## src/rtl/run_ctrl_pkg.sv

```systemverilog
// Shared encodings for the run controller: FSM states, halt causes and field widths.
package run_ctrl_pkg;

    localparam int STATE_W = 2;
    localparam int CAUSE_W = 3;

    typedef enum logic [STATE_W-1:0] {
        ST_IDLE = 2'd0,
        ST_RUN  = 2'd1,
        ST_STEP = 2'd2,
        ST_HALT = 2'd3
    } run_state_e;

    typedef enum logic [CAUSE_W-1:0] {
        HC_NONE    = 3'd0,
        HC_STOP    = 3'd1,
        HC_SYSCALL = 3'd2,
        HC_BREAK   = 3'd3,
        HC_LIMIT   = 3'd4,
        HC_STEP    = 3'd5
    } halt_cause_e;

    // Which condition blocked the datapath, highest priority first.
    function automatic halt_cause_e block_cause(input logic syscall, input logic bp_hit);
        if (syscall) begin
            return HC_SYSCALL;
        end else if (bp_hit) begin
            return HC_BREAK;
        end
        return HC_STOP;
    endfunction

endpackage

```

## src/rtl/run_controller_sat_counter.sv

```systemverilog
// Up-counter with synchronous clear and enable that sticks at all-ones instead of wrapping.
module sat_counter #(
    parameter int CNT_W = 16
) (
    input  logic             clk_i,
    input  logic             rst_i,
    input  logic             clr_i,
    input  logic             en_i,
    output logic [CNT_W-1:0] count_o,
    output logic             sat_o
);

    logic [CNT_W-1:0] count_q;
    logic [CNT_W-1:0] count_d;

    always_comb begin
        count_d = count_q;
        if (clr_i) begin
            count_d = '0;
        end else if (en_i && !sat_o) begin
            count_d = count_q + CNT_W'(1);
        end
    end

    always_ff @(posedge clk_i) begin
        if (rst_i) begin
            count_q <= '0;
        end else begin
            count_q <= count_d;
        end
    end

    assign count_o = count_q;
    assign sat_o   = &count_q;

endmodule

```

## src/rtl/run_controller.sv

```systemverilog
// Execution sequencer for the single-cycle datapath: owns cpu_en and decides
// when the core runs, single-steps or halts, and why it last halted.
module run_controller
    import run_ctrl_pkg::*;
#(
    parameter int ADDR_W = 32,
    parameter int CNT_W  = 16
) (
    input  logic              clk,
    input  logic              RST,
    input  logic              go_pulse,
    input  logic              step_pulse,
    input  logic              stop_req,
    input  logic              syscall_halt,
    input  logic              bp_en,
    input  logic [ADDR_W-1:0] bp_addr,
    input  logic [ADDR_W-1:0] pc,
    input  logic [CNT_W-1:0]  cycle_limit,
    output logic              cpu_en,
    output logic [1:0]        state,
    output logic [2:0]        halt_cause,
    output logic [CNT_W-1:0]  exec_count
);

    run_state_e       state_q, state_d;
    halt_cause_e      cause_q, cause_d;
    logic             bp_skip_q, bp_skip_d;
    logic             bp_hit;
    logic             limit_hit;
    logic             budget_clr;
    logic             budget_en;
    logic             budget_sat;
    logic             exec_sat;
    logic             exec_en;
    logic [CNT_W-1:0] budget_cnt;
    halt_cause_e      block_c;

    assign bp_hit  = bp_en && (pc == bp_addr) && !bp_skip_q;
    assign cpu_en  = ((state_q == ST_RUN) || (state_q == ST_STEP))
                     && !syscall_halt && !bp_hit && !stop_req;
    assign block_c = block_cause(syscall_halt, bp_hit);

    // A saturated budget can never match a nonzero limit, which also keeps the +1 from wrapping.
    assign limit_hit = (cycle_limit != '0) && !budget_sat
                       && ((budget_cnt + CNT_W'(1)) == cycle_limit);

    assign budget_en = cpu_en && (state_q == ST_RUN);
    assign exec_en   = cpu_en && !exec_sat;

    always_comb begin
        state_d    = state_q;
        cause_d    = cause_q;
        bp_skip_d  = 1'b0;
        budget_clr = 1'b0;
        case (state_q)
            ST_IDLE, ST_HALT: begin
                if (!stop_req && (cause_q != HC_SYSCALL) && (step_pulse || go_pulse)) begin
                    state_d    = step_pulse ? ST_STEP : ST_RUN;
                    budget_clr = !step_pulse;
                    bp_skip_d  = (cause_q == HC_BREAK);
                end
            end
            ST_RUN: begin
                bp_skip_d = bp_skip_q && !cpu_en;
                if (!cpu_en) begin
                    state_d = ST_HALT;
                    cause_d = block_c;
                end else if (limit_hit) begin
                    state_d = ST_HALT;
                    cause_d = HC_LIMIT;
                end
            end
            ST_STEP: begin
                bp_skip_d = bp_skip_q && !cpu_en;
                state_d   = ST_HALT;
                cause_d   = cpu_en ? HC_STEP : block_c;
            end
            default: begin
                state_d = ST_IDLE;
            end
        endcase
    end

    always_ff @(posedge clk) begin
        if (RST) begin
            state_q   <= ST_IDLE;
            cause_q   <= HC_NONE;
            bp_skip_q <= 1'b0;
        end else begin
            state_q   <= state_d;
            cause_q   <= cause_d;
            bp_skip_q <= bp_skip_d;
        end
    end

    sat_counter #(.CNT_W(CNT_W)) u_exec_cnt (
        .clk_i   (clk),
        .rst_i   (RST),
        .clr_i   (1'b0),
        .en_i    (exec_en),
        .count_o (exec_count),
        .sat_o   (exec_sat)
    );

    sat_counter #(.CNT_W(CNT_W)) u_budget_cnt (
        .clk_i   (clk),
        .rst_i   (RST),
        .clr_i   (budget_clr),
        .en_i    (budget_en),
        .count_o (budget_cnt),
        .sat_o   (budget_sat)
    );

    assign state      = state_q;
    assign halt_cause = cause_q;

endmodule

```

## config.mk

```make
export PLATFORM = sky130hd
export DESIGN_NAME = run_controller
export DESIGN_NICKNAME = d
export VERILOG_FILES = /design/src/rtl/run_ctrl_pkg.sv /design/src/rtl/run_controller_sat_counter.sv /design/src/rtl/run_controller.sv
export SDC_FILE = /design/constraint.sdc
export NUM_CORES = 1
export LEC_CHECK = 0
export ABC_AREA = 1
export CAP_MARGIN = 30
export CORE_MARGIN = 5
export CORE_UTILIZATION = 45
export DETAILED_ROUTE_END_ITERATION = 10
export HOLD_SLACK_MARGIN = 0.15
export PLACE_DENSITY = 0.78
export SYNTH_ARGS = -nofsm -noshare
export SYNTH_HDL_FRONTEND = slang
export SYNTH_HIERARCHICAL = 1
export SYNTH_SLANG_ARGS = --single-unit
```

## constraint.sdc

```tcl
create_clock -name clk -period 6.2 [get_ports clk]
set_input_delay 1.24 -clock clk [delete_from_list [all_inputs] [get_ports clk]]
set_output_delay 1.24 -clock clk [all_outputs]
set_load 0.005 [all_outputs]
```

Yosys cells after proc, flatten, opt, wreduce, memory -nomap -nowiden
Cells that the tools add are included.

Flip-flop bits (word level): 38. Bits of input ports: 87. Output and inout port bits: 22.

$add $sub $neg: 2. Eq/ne operators: 9. Multiplexer cells: 18. Reduce and logical (&&, ||, !) cells: 34.

Operator list (number): adder 16 x 1 -> 16 bit (second input constant) (2); equality test 32 bit (1); AND reduction 16 bit (2); 2-to-1 mux 3 bit (6); equality test 16 bit (1); nonzero test 16 bit (1); logical AND 1 bit (14); zero test 1 bit (8); 2-to-1 mux 2 bit (4); one-hot mux 2 bit (3 select lines) (1); one-hot mux 3 bit (2 select lines) (1); OR reduction 2 bit (3); 2-to-1 mux 1 bit (5); equality test 2 bit (second input constant) (2); AND reduction 2 bit (2); equality test 3 x 2 -> 1 bit (second input constant) (1); != test 3 x 2 -> 1 bit (second input constant) (1); != test 3 bit (second input constant) (1); equality test 2 x 1 -> 1 bit (second input constant) (1); zero test 2 bit (1); logical OR 1 bit (2); != test 2 bit (second input constant) (1); one-hot mux 1 bit (2 select lines) (1); nonzero test 2 bit (1).

Depth between registers and ports, before layout
Gate-level depths: netlist of the first run.

Depth in word-level cells: 9. Gate-level depth with buffers: 18.

Modules after synthesis
The synthesis of the first run kept the hierarchy.

Modules (own cells, without submodules): sat_counter (times used 2, cells each 149, area each 953.4 µm², sequential area each 320.3 µm²); run_controller (times used 1, cells each 315, area each 1609.0 µm², sequential area each 120.1 µm²).

Worst setup path after synthesis of the first run
No wires, ideal clock.

Path type: in2out. Start: in pc[31]. End: out cpu_en. Arrival time: 1936 ps. Required time: 4960 ps. Setup slack: 3024 ps. Stages on the path: 11. Buffers on the path: 0. Cell sequence: inv_1 -> nand2_1 -> nand2_1 -> nor2_1 -> nand2_1 -> nor2_1 -> nand2_1 -> nor2_1 -> nand2_1 -> nand3_1 -> inv_1.

Word-level cells in the longest chain between the ends: 6.

Ends and longest elaborated chain: start: declaration (line run_controller.sv:17) `input logic [ADDR_W-1:0] pc,`; equality test 32 bit (line run_controller.sv:38) `assign bp_hit = bp_en && (pc == bp_addr) && !bp_skip_q;`; logical AND 1 bit (2 in a row) (line run_controller.sv:38); zero test 1 bit (line run_controller.sv:40) `&& !syscall_halt && !bp_hit && !stop_req;`; logical AND 1 bit (2 in a row) (line run_controller.sv:40); end: declaration (line run_controller.sv:19) `output logic cpu_en,`.

No other way between the ends.

Worst setup path in the final report of the first run
Start: in bp_addr[23]. End: out cpu_en.

Word-level cells in the longest chain between the ends: 6.

Ends and longest elaborated chain: start: declaration (line run_controller.sv:16) `input logic [ADDR_W-1:0] bp_addr,`; equality test 32 bit (line run_controller.sv:38); logical AND 1 bit (2 in a row) (line run_controller.sv:38); zero test 1 bit (line run_controller.sv:40); logical AND 1 bit (2 in a row) (line run_controller.sv:40).

No other way between the ends.

==> results of run 1 <==
-- state kept, by name, summed over array words and instances (netlist names) --
name / cells
u_exec_cnt/count_o: 16
u_budget_cnt/count_o: 16
state: 2
bp_skip_q: 1
halt_cause: 3
-- stage by stage --
step / setup slack, ps / util / area [um2]
final: 1891 / 0.6252 / 4806
after detailed placement: 1884 / 0.6133 / 4715
after global routing: 1610 / 0.6252 / 4806
after floorplan: 3024 / - / 3516
after global placement: 1924 / 0.6133 / 4715
after CTS: 1875 / 0.6252 / 4806
-- cell type report --
class | instances | area [um2] | area share
Inverter | 84 | 320.3 | 0.06665
Sequential cell | 38 | 760.7 | 0.1583
Timing Repair Buffer | 108 | 1081 | 0.2249
Clock inverter | 1 | 5.005 | 0.001041
Tap cell | 102 | 127.6 | 0.02656
Clock buffer | 7 | 86.33 | 0.01796
Multi-Input combinational cell | 489 | 2425 | 0.5046
-- power by group --
group          switching, uW  internal (uW)
Combinational            135            147
Clock                   87.6           89.8
Sequential              22.3            264
Total                    245            501
-- layer usage --
metal / GRT usage / share of wire
met5: 0 / 0
met4: 0.04412 / 0.0075
met3: 0.03500 / 0.068
met2: 0.3500 / 0.46
met1: 0.2645 / 0.46
-- worst max-delay path by stage --
stage                     cells after the start        start  endpoint
after global routing                         13  bp_addr[23]    cpu_en
final                                        13  bp_addr[23]    cpu_en
after CTS                                    13  bp_addr[23]    cpu_en
after detailed placement                     13  bp_addr[23]    cpu_en
after global placement                       13  bp_addr[26]    cpu_en
after floorplan                              11       pc[31]    cpu_en
-- logic make-up after synthesis --
kind of cell | after synthesis | synth area share
DFF | 38 | 0.2164
other | 1 | 0.001067
AOI/OAI and AO/OA | 47 | 0.07651
and+or+nand+nor | 405 | 0.5132
buffers and inverters | 86 | 0.09395
adders and majority gates | 5 | 0.01779
xor gates and xnor gates | 31 | 0.08114
-- cells in the mapped netlist --
library cell	n
o21bai_1	2
o21bai_2	2
nand3_1	42
a21oi_1	25
nand3b_1	2
ha_1	5
nand2_4	5
xor2_1	10
inv_4	2
nor2_1	124
inv_2	2
buf_2	2
nand2_1	180
nor3_1	4
inv_1	80
nand4_1	15
nor2_2	14
o22ai_1	2
nand3_2	1
conb_1	1
a21oi_2	1
o21ai_2	2
o21ai_1	4
xnor2_1	20
nand2_2	7
dfxtp_1	38
o31ai_1	1
o21ai_0	8
nor2_4	6
xnor3_1	1
nor2_8	2
or2_2	3
-- cells in the final DEF (no fill, tap or decap), types with 3 or more instances in the layout --
master,count
ha_1,5
nand2_4,5
nor2_1,124
or2_2,3
clkbuf_8,6
a21oi_1,25
nor3_1,4
o21ai_1,4
nand4_1,15
nand2_1,180
nand3_1,42
clkdlybuf4s50_1,108
inv_1,80
nor2_2,14
nor2_4,6
o21ai_0,8
dfxtp_1,38
nand2_2,7
xnor2_1,20
xor2_1,10
-- tightest hold or removal path, stage by stage, from the launching register on --
cell and delay [ps]:
dfxtp_1 310, nand3_1 70, a21oi_1 50
==> impl_metrics.json, run 1 <==
{
  "end_kind": "output port",
  "hold_buffers": 0,
  "ys_ff_latch": 38,
  "cts.path.max_buffers": 2,
  "boundaryPins": 109,
  "power_density_mw_per_mm2": 155.2,
  "final_cells": 829,
  "start_kind": "input pin",
  "synthTopCellsByArea": "dfxtp_1 22%, nand2_1 19%, nor2_1 13%, inv_1 8.5%, nand3_1 6.0%",
  "r2r-end": "u_budget_cnt/count_o[15]",
  "grt_overflow": 0,
  "power_leakage_uw": 0.002065,
  "final.period_utilization": 0.6949,
  "grt_pass1_wl_um": 16730,
  "cts-buffers-inserted": 5,
  "place_inst": 821,
  "setup_viol_count_final": 0,
  "cpMostUsedCell": "nand2_1",
  "drc": 0,
  "drt-total-wl_um": 10070,
  "via_per_inst": 4.867,
  "grt_use_total": 0.2028,
  "min-delay-start": "bp_skip_q",
  "area_delta_synth_final_pct": 36.69,
  "cp_num_buf_inv": 4,
  "clk_latency_ps": 290,
  "antenna_cells": 0,
  "vias": 4035,
  "fp.dieH_um": 98.39,
  "netlist_instances": 613,
  "r2r_setup_slack_ps": 3650,
  "synth_cell_types": 32,
  "power_uw": 745.7,
  "path_class": "input pin to output port",
  "tightest_slew_ps": 936.1,
  "row_count": 32,
  "cp_data_arrival_time_ps": 3070,
  "cap_violations": 0,
  "n_fill_cell": 717,
  "finalCriticalPeriod_ps": 4309,
  "yosys_warnings": 6,
  "syn_area_per_cell_um2": 5.736,
  "synth-seq-area-share": 0.2164,
  "floorplan.initialDensity": 0.4574,
  "slew_viol_final": 0,
  "grt_max_degree": 14,
  "dp_hpwl_um": 8187,
  "postRouteAntennaNets": 0,
  "routabilityCongestion": 0.9569,
  "hold_path.class": "flop to flop",
  "reg2regPathDepth": 12,
  "finalNetCount": 818,
  "cts_root_buf": "clkbuf_8",
  "tns_ps": 0,
  "drtIter0Drc": 175,
  "cp.required_ps": 4960,
  "detail_route.wl_per_cell_um": 12.14,
  "cts_setup_buffers": 0,
  "status": "finished, final reports clean",
  "skew_ps": 10.54,
  "hold_slack_ps": 486.1,
  "die_area_mm2": 0.009681,
  "layout-drive-gt1-share": 0.07428,
  "rsz0062_at_grt": "no",
  "yosysTopAreaCellShare": 0.2164,
  "port_buffers": 108,
  "core_area_mm2": 0.007687,
  "cts_resized": 0,
  "synth_area_leader_cell": "dfxtp_1",
  "synth_nets": 705,
  "die_w_um": 98.39,
  "critPathMaxFanout": 4,
  "ir_worst_vdd_mv": 0.1051,
  "clkTransAtPathRegs_ps": 70,
  "synthesis.area_mm2": 0.003516,
  "min_to": "bp_skip_q",
  "critPathMaxStageDelay_ps": 480,
  "max_freq_mhz": 232.1,
  "antenna_found_initial": 0,
  "firstDrtPassIters": 7,
  "path_cells": "clkdlybuf4s50_1, inv_1, nand2_1, nand2_1, nor2_1, nand2_1, nor2_1, nand2_1, nor2_1, nand2_1, nand3_1, inv_1, clkdlybuf4s50_1",
  "hold_violations": 0,
  "hold_depth": 2,
  "cts.sink_count": 38,
  "grt_pass1_vias": 3680,
  "cts_max_level": 2,
  "cts_tree": "built",
  "slowest_stage": "clkdlybuf4s50_1",
  "timing.rr.start": "state[0]",
  "slew_headroom": 0.3737,
  "critical_path.top_delay_family": "buffers and inverters"
}
(Power assumes the default switching activity.)
==> run 2, diff against run 1 <==
==> constraint.sdc (replaced) <==
create_clock -name clk -period 4.2 [get_ports clk]
set_input_delay 0.84 -clock clk [delete_from_list [all_inputs] [get_ports clk]]
set_output_delay 0.84 -clock clk [all_outputs]
set_load 0.005 [all_outputs]
==> run 2 against run 1 <==
Compared with the run above: cell area up 1.2%; clock power grew 120%; sequential share of layout area shrank 0.19 points; sequential power rose by 48%; hold slack worse by 2.9 ps; setup slack worse by 1200 ps; utilization up 0.76 points; first-iteration DRC count up 35%; largest power group unchanged.
==> impl_metrics.json, run 2 (synthesis results as in run 1) <==
{
  "status": "finished, final reports clean",
  "critical_path.top_delay_family": "buffers and inverters",
  "end_kind": "output port",
  "cts.sink_count": 38,
  "drt-total-wl_um": 10170,
  "clkTransAtPathRegs_ps": 70,
  "die_w_um": 98.39,
  "grt_use_total": 0.2032,
  "row_count": 32,
  "min-delay-start": "bp_skip_q",
  "floorplan.initialDensity": 0.4574,
  "layout-drive-gt1-share": 0.07692,
  "reg2regPathDepth": 12,
  "wirelength_met1_um": 4603,
  "power_density_mw_per_mm2": 253.1,
  "drtIter0Drc": 236,
  "placed_cell_area_mm2": 0.004722,
  "start_kind": "input pin",
  "antenna_cells": 0,
  "cts-buffers-inserted": 5,
  "min_to": "bp_skip_q",
  "slowest_stage": "clkdlybuf4s50_1",
  "cp.required_ps": 3360,
  "highest_layer": "met4",
  "hold_violations": 0,
  "routabilityCongestion": 0.9552,
  "path_cells": "clkdlybuf4s50_1, inv_1, nand2_1, nand4_1, nor2_1, nand2_1, nor2_1, nand2_1, nand3_1, inv_1, clkdlybuf4s50_1",
  "slew_headroom": 0.3636,
  "cts_resized": 0,
  "fp.dieH_um": 98.39,
  "grt_pass1_vias": 3704,
  "grt_max_degree": 14,
  "area_delta_synth_final_pct": 38.36,
  "mostFrequentLayoutCells": "180 x nand2_1, 124 x nor2_1, 108 x clkdlybuf4s50_1",
  "cp_num_buf_inv": 4,
  "hold_buffers": 0,
  "detail_route.wl_per_cell_um": 12.25,
  "grt_pass1_wl_um": 16750,
  "finalNetCount": 819,
  "timing.rr.start": "state[0]",
  "power_leakage_uw": 0.002093,
  "setup_viol_count_final": 0,
  "die_area_mm2": 0.009681,
  "cts_setup_buffers": 0,
  "critPathMaxFanout": 4,
  "hold_slack_ps": 483.2,
  "cts_root_buf": "clkbuf_8",
  "r2r-end": "u_exec_cnt/count_o[15]",
  "rsz0062_at_grt": "no",
  "firstDrtPassIters": 5,
  "cp_data_arrival_time_ps": 2660,
  "port_buffers": 108,
  "final-seq-area_um2": 760.7,
  "tightest_slew_ps": 951.0,
  "boundaryPins": 109,
  "path_class": "input pin to output port",
  "dr_wl_met2_um": 4690,
  "cpMostUsedCell": "nand2_1",
  "skew_ps": 14.50,
  "cts.path.max_buffers": 2,
  "core_area_mm2": 0.007687,
  "slew_viol_final": 0,
  "multi_input_area_mm2": 0.002425,
  "hold_path.class": "flop to flop",
  "met3_length_um": 761,
  "n_fill_cell": 715,
  "dp_hpwl_um": 8205,
  "ir_worst_vdd_mv": 0.1232,
  "via_per_inst": 4.994,
  "tns_ps": 0,
  "cts_tree": "built",
  "max_freq_mhz": 285.9,
  "layout_commonest_cell": "nand2_1",
  "finalCriticalPeriod_ps": 3498,
  "cap_violations": 0,
  "drc": 0,
  "cts_max_level": 2,
  "critPathMaxStageDelay_ps": 490,
  "final.period_utilization": 0.8329,
  "antenna_found_initial": 0,
  "hold_depth": 2,
  "vias": 4145,
  "clk_latency_ps": 300,
  "design_area_mm2": 0.004865,
  "postRouteAntennaNets": 0,
  "r2r_setup_slack_ps": 1810,
  "grt_overflow": 0
}
run 2: how the worst max path moves through the flow:
stage | start | endpoint | slack [ps] | depth (start not counted)
after floorplan | pc[28] | u_budget_cnt/count_o[15] | 1670 | 18
after global placement | bp_addr[26] | cpu_en | 720 | 13
after detailed placement | pc[17] | cpu_en | 670 | 11
after CTS | pc[17] | cpu_en | 670 | 11
after global routing | pc[31] | cpu_en | 450 | 13
final | pc[17] | cpu_en | 700 | 11
run 2: through the flow:
step / total power, uW / utilization / instances / setup WS (ps)
2_1_floorplan: 648.2 / - / 613 / 1667
3_3_place_gp: 838.9 / 0.6143 / 822 / 724.0
3_5_place_dp: 847.2 / 0.6143 / 822 / 674.7
4_1_cts: 1239 / 0.6328 / 830 / 666.5
5_1_grt: 1309 / 0.6328 / 830 / 449.9
6_report: 1231 / 0.6328 / 830 / 701.9
run 2: area by class of cell:
cell class | count | share of cell area
flip-flops and latches | 38 | 0.1564
repair buffers | 109 | 0.2238
multi-input cells | 489 | 0.4985
clock inverters | 2 | 0.01235
well taps | 102 | 0.02623
clock buffers | 6 | 0.01698
inverters | 84 | 0.06584
run 2: worst register-to-register path: cells and delay by family (launching register included):
family | cells | cell delay (ps)
adders and majority gates | 1 | 330
and+or+nand+nor | 9 | 1350
buffers and inverters | 2 | 230
DFF | 1 | 390
run 2: report_power, final:
| group | internal [uW] | total, uW | leakage, uW | switching [uW] |
|---|---|---|---|---|
| Clock | 253 | 391 | 0.0000714 | 137 |
| Sequential | 390 | 422 | 0.000307 | 32.3 |
| Combinational | 218 | 418 | 0.00171 | 201 |
run 2: layer usage:
layer,global-route usage,up-vias
met5,0,-
met4,0.04412,0
met3,0.04071,11
met2,0.3474,185
met1,0.2645,1818
li1,-,2131
==> run 3, diff against run 2 <==
--- a/config.mk
+++ b/config.mk
@@ -8,7 +8,7 @@
 export ABC_AREA = 1
 export CAP_MARGIN = 30
 export CORE_MARGIN = 5
-export CORE_UTILIZATION = 45
+export CORE_UTILIZATION = 43
 export DETAILED_ROUTE_END_ITERATION = 10
 export HOLD_SLACK_MARGIN = 0.15
 export PLACE_DENSITY = 0.78
==> constraint.sdc (replaced) <==
create_clock -name clk -period 3.1 [get_ports clk]
set_input_delay 0.62 -clock clk [delete_from_list [all_inputs] [get_ports clk]]
set_output_delay 0.62 -clock clk [all_outputs]
set_load 0.005 [all_outputs]
==> run 3 against run 2 <==
Compared with the run above: cell count up 0.48%; non-clock buffer count grew 3; setup slack got worse by 390 ps; combinational power increased by 38%; utilization is 3.6 points lower; critical path depth rose by 6; wire length shrank 1.5%; clock-buffer cell count is the same; die area grew 4.2%; critical path type is now input pin to flop; largest cell class unchanged; highest routed layer unchanged.
==> impl_metrics.json, run 3 (synthesis results as in run 1) <==
{
  "status": "finished, final reports clean",
  "drtIter0Drc": 188,
  "vias": 4104,
  "dpl_worst_slack_ps": 20.19,
  "cts_max_level": 2,
  "dp_hpwl_um": 8442,
  "grt_pass1_vias": 3822,
  "drc": 0,
  "clkTransAtPathRegs_ps": 70,
  "cts-buffers-inserted": 5,
  "timing.rr.start": "state[0]",
  "hold_path.class": "flop to flop",
  "antenna_cells": 0,
  "cap_violations": 0,
  "firstDrtPassIters": 5,
  "hold_violations": 0,
  "power_density_mw_per_mm2": 309.3,
  "layout_commonest_cell": "nand2_1",
  "power_frac_comb": 0.387,
  "mostFrequentLayoutCells": "180 x nand2_1, 124 x nor2_1, 107 x clkdlybuf4s50_1",
  "internal_power_uw": 1001,
  "cts_root_buf": "clkbuf_8",
  "grt_overflow": 0,
  "port_buffers": 108,
  "fp.dieH_um": 100.4,
  "path_class": "input pin to flop",
  "row_count": 33,
  "slew_headroom": 0.4184,
  "reg2regPathDepth": 13,
  "grt_pass1_wl_um": 16420,
  "finalWorstSetupSlack_ps": 309.1,
  "r2r_setup_slack_ps": 680,
  "finalNetCount": 822,
  "area_delta_synth_final_pct": 37.47,
  "p_switching_uw": 494.0,
  "clk_latency_ps": 290,
  "tns_ps": 0,
  "cp_data_arrival_time_ps": 2980,
  "cts.sink_count": 38,
  "r2r-end": "u_exec_cnt/count_o[15]",
  "ir_worst_vdd_mv": 0.1776,
  "boundaryPins": 109,
  "cts_tree": "built",
  "tightest_slew_ps": 869.2,
  "n_fill_cell": 801,
  "p_sw_frac": 0.3305,
  "final.period_utilization": 0.9003,
  "sequentialPowerShare": 0.384,
  "routabilityCongestion": 0.9099,
  "detail_route.wl_per_cell_um": 12.01,
  "drt-total-wl_um": 10020,
  "multi_input_area_mm2": 0.002425,
  "grt_max_degree": 14,
  "finalCriticalPeriod_ps": 2791,
  "die_area_mm2": 0.01009,
  "core_area_mm2": 0.008093,
  "pwr-share-clk": 0.229,
  "start_kind": "input pin",
  "setup_viol_count_final": 0,
  "rsz0062_at_grt": "no",
  "via_per_inst": 4.921,
  "layout-drive-gt1-share": 0.07819,
  "hold_depth": 2,
  "end_kind": "flop",
  "cts.path.max_buffers": 2,
  "antenna_found_initial": 0,
  "die_w_um": 100.4,
  "floorplan.initialDensity": 0.4344,
  "postRouteAntennaNets": 0,
  "critPathMaxFanout": 7,
  "final-seq-area_um2": 760.7,
  "grt_use_total": 0.1945,
  "max_freq_mhz": 358.3,
  "cp.required_ps": 3290,
  "min_to": "bp_skip_q",
  "power_leakage_uw": 0.002096,
  "skew_ps": 4.807,
  "slew_viol_final": 0,
  "min-delay-start": "bp_skip_q"
}
run 3: layout make-up:
| type | instances | area share |
|---|---|---|
| multi-input combinational | 489 | 0.5017 |
| timing repair buffer | 112 | 0.2304 |
| inverter | 84 | 0.06627 |
| tap | 105 | 0.02718 |
| sequential | 38 | 0.1574 |
| clock buffer | 6 | 0.01709 |
run 3: what timing repair did:
item / in CTS / in global routing
hold buffers: 0 / 0
resized for setup: 0 / 1
setup endpoints to repair: 0 / 1
buffers inserted: 0 / 0
run 3: through the flow:
stage	utilization	hold slack (ps)	power [uW]	area (um2)	instances
final	0.5972	508.5	1495	4833	834
after CTS	0.5969	513.5	1504	4831	834
after global placement	0.5867	489.6	1145	4748	828
after detailed placement	0.5867	503.3	1166	4748	828
after floorplan	-	454.0	878.3	3516	613
after global routing	0.5972	554.1	1596	4833	834
run 3: worst max-delay path by stage:
stage	startpoint	endpoint	slack [ps]	cells past startpoint
floorplan	pc[28]	u_budget_cnt/count_o[15]	790	18
global placement	pc[21]	cpu_en	140	13
detailed placement	pc[0]	u_exec_cnt/count_o[15]	20	17
CTS	bp_addr[31]	cpu_en	120	13
global route	pc[0]	u_exec_cnt/count_o[10]	110	15
finish	pc[0]	u_exec_cnt/count_o[15]	310	17
run 3: worst max-delay path, stage by stage:
cell	delay [ps]
clkdlybuf4s50_1	490
inv_1	50
o22ai_1	150
nor2_1	60
nand3_1	90
nor2_1	60
nand2_1	100
nand3_1	100
buf_4	160
nor2_1	350
inv_1	190
nor2_1	140
nand3_1	80
nor2_1	140
nand3_1	90
nand2_1	70
nor2_1	30
run 3: per-layer routing:
metal	GRT usage	part of all wire
met5	0	0
met1	0.2381	0.45
met2	0.3425	0.47
met3	0.04309	0.072
met4	0.05181	0.011
run 3: power by group through the flow:
stage | clock [uW] | sequential, uW | combinational (uW)
3_3_place_gp | 0 | 583 | 562
4_1_cts | 347 | 575 | 582
3_5_place_dp | 0 | 586 | 580
6_report | 342 | 575 | 578
2_1_floorplan | 0 | 577 | 301
5_1_grt | 362 | 582 | 652
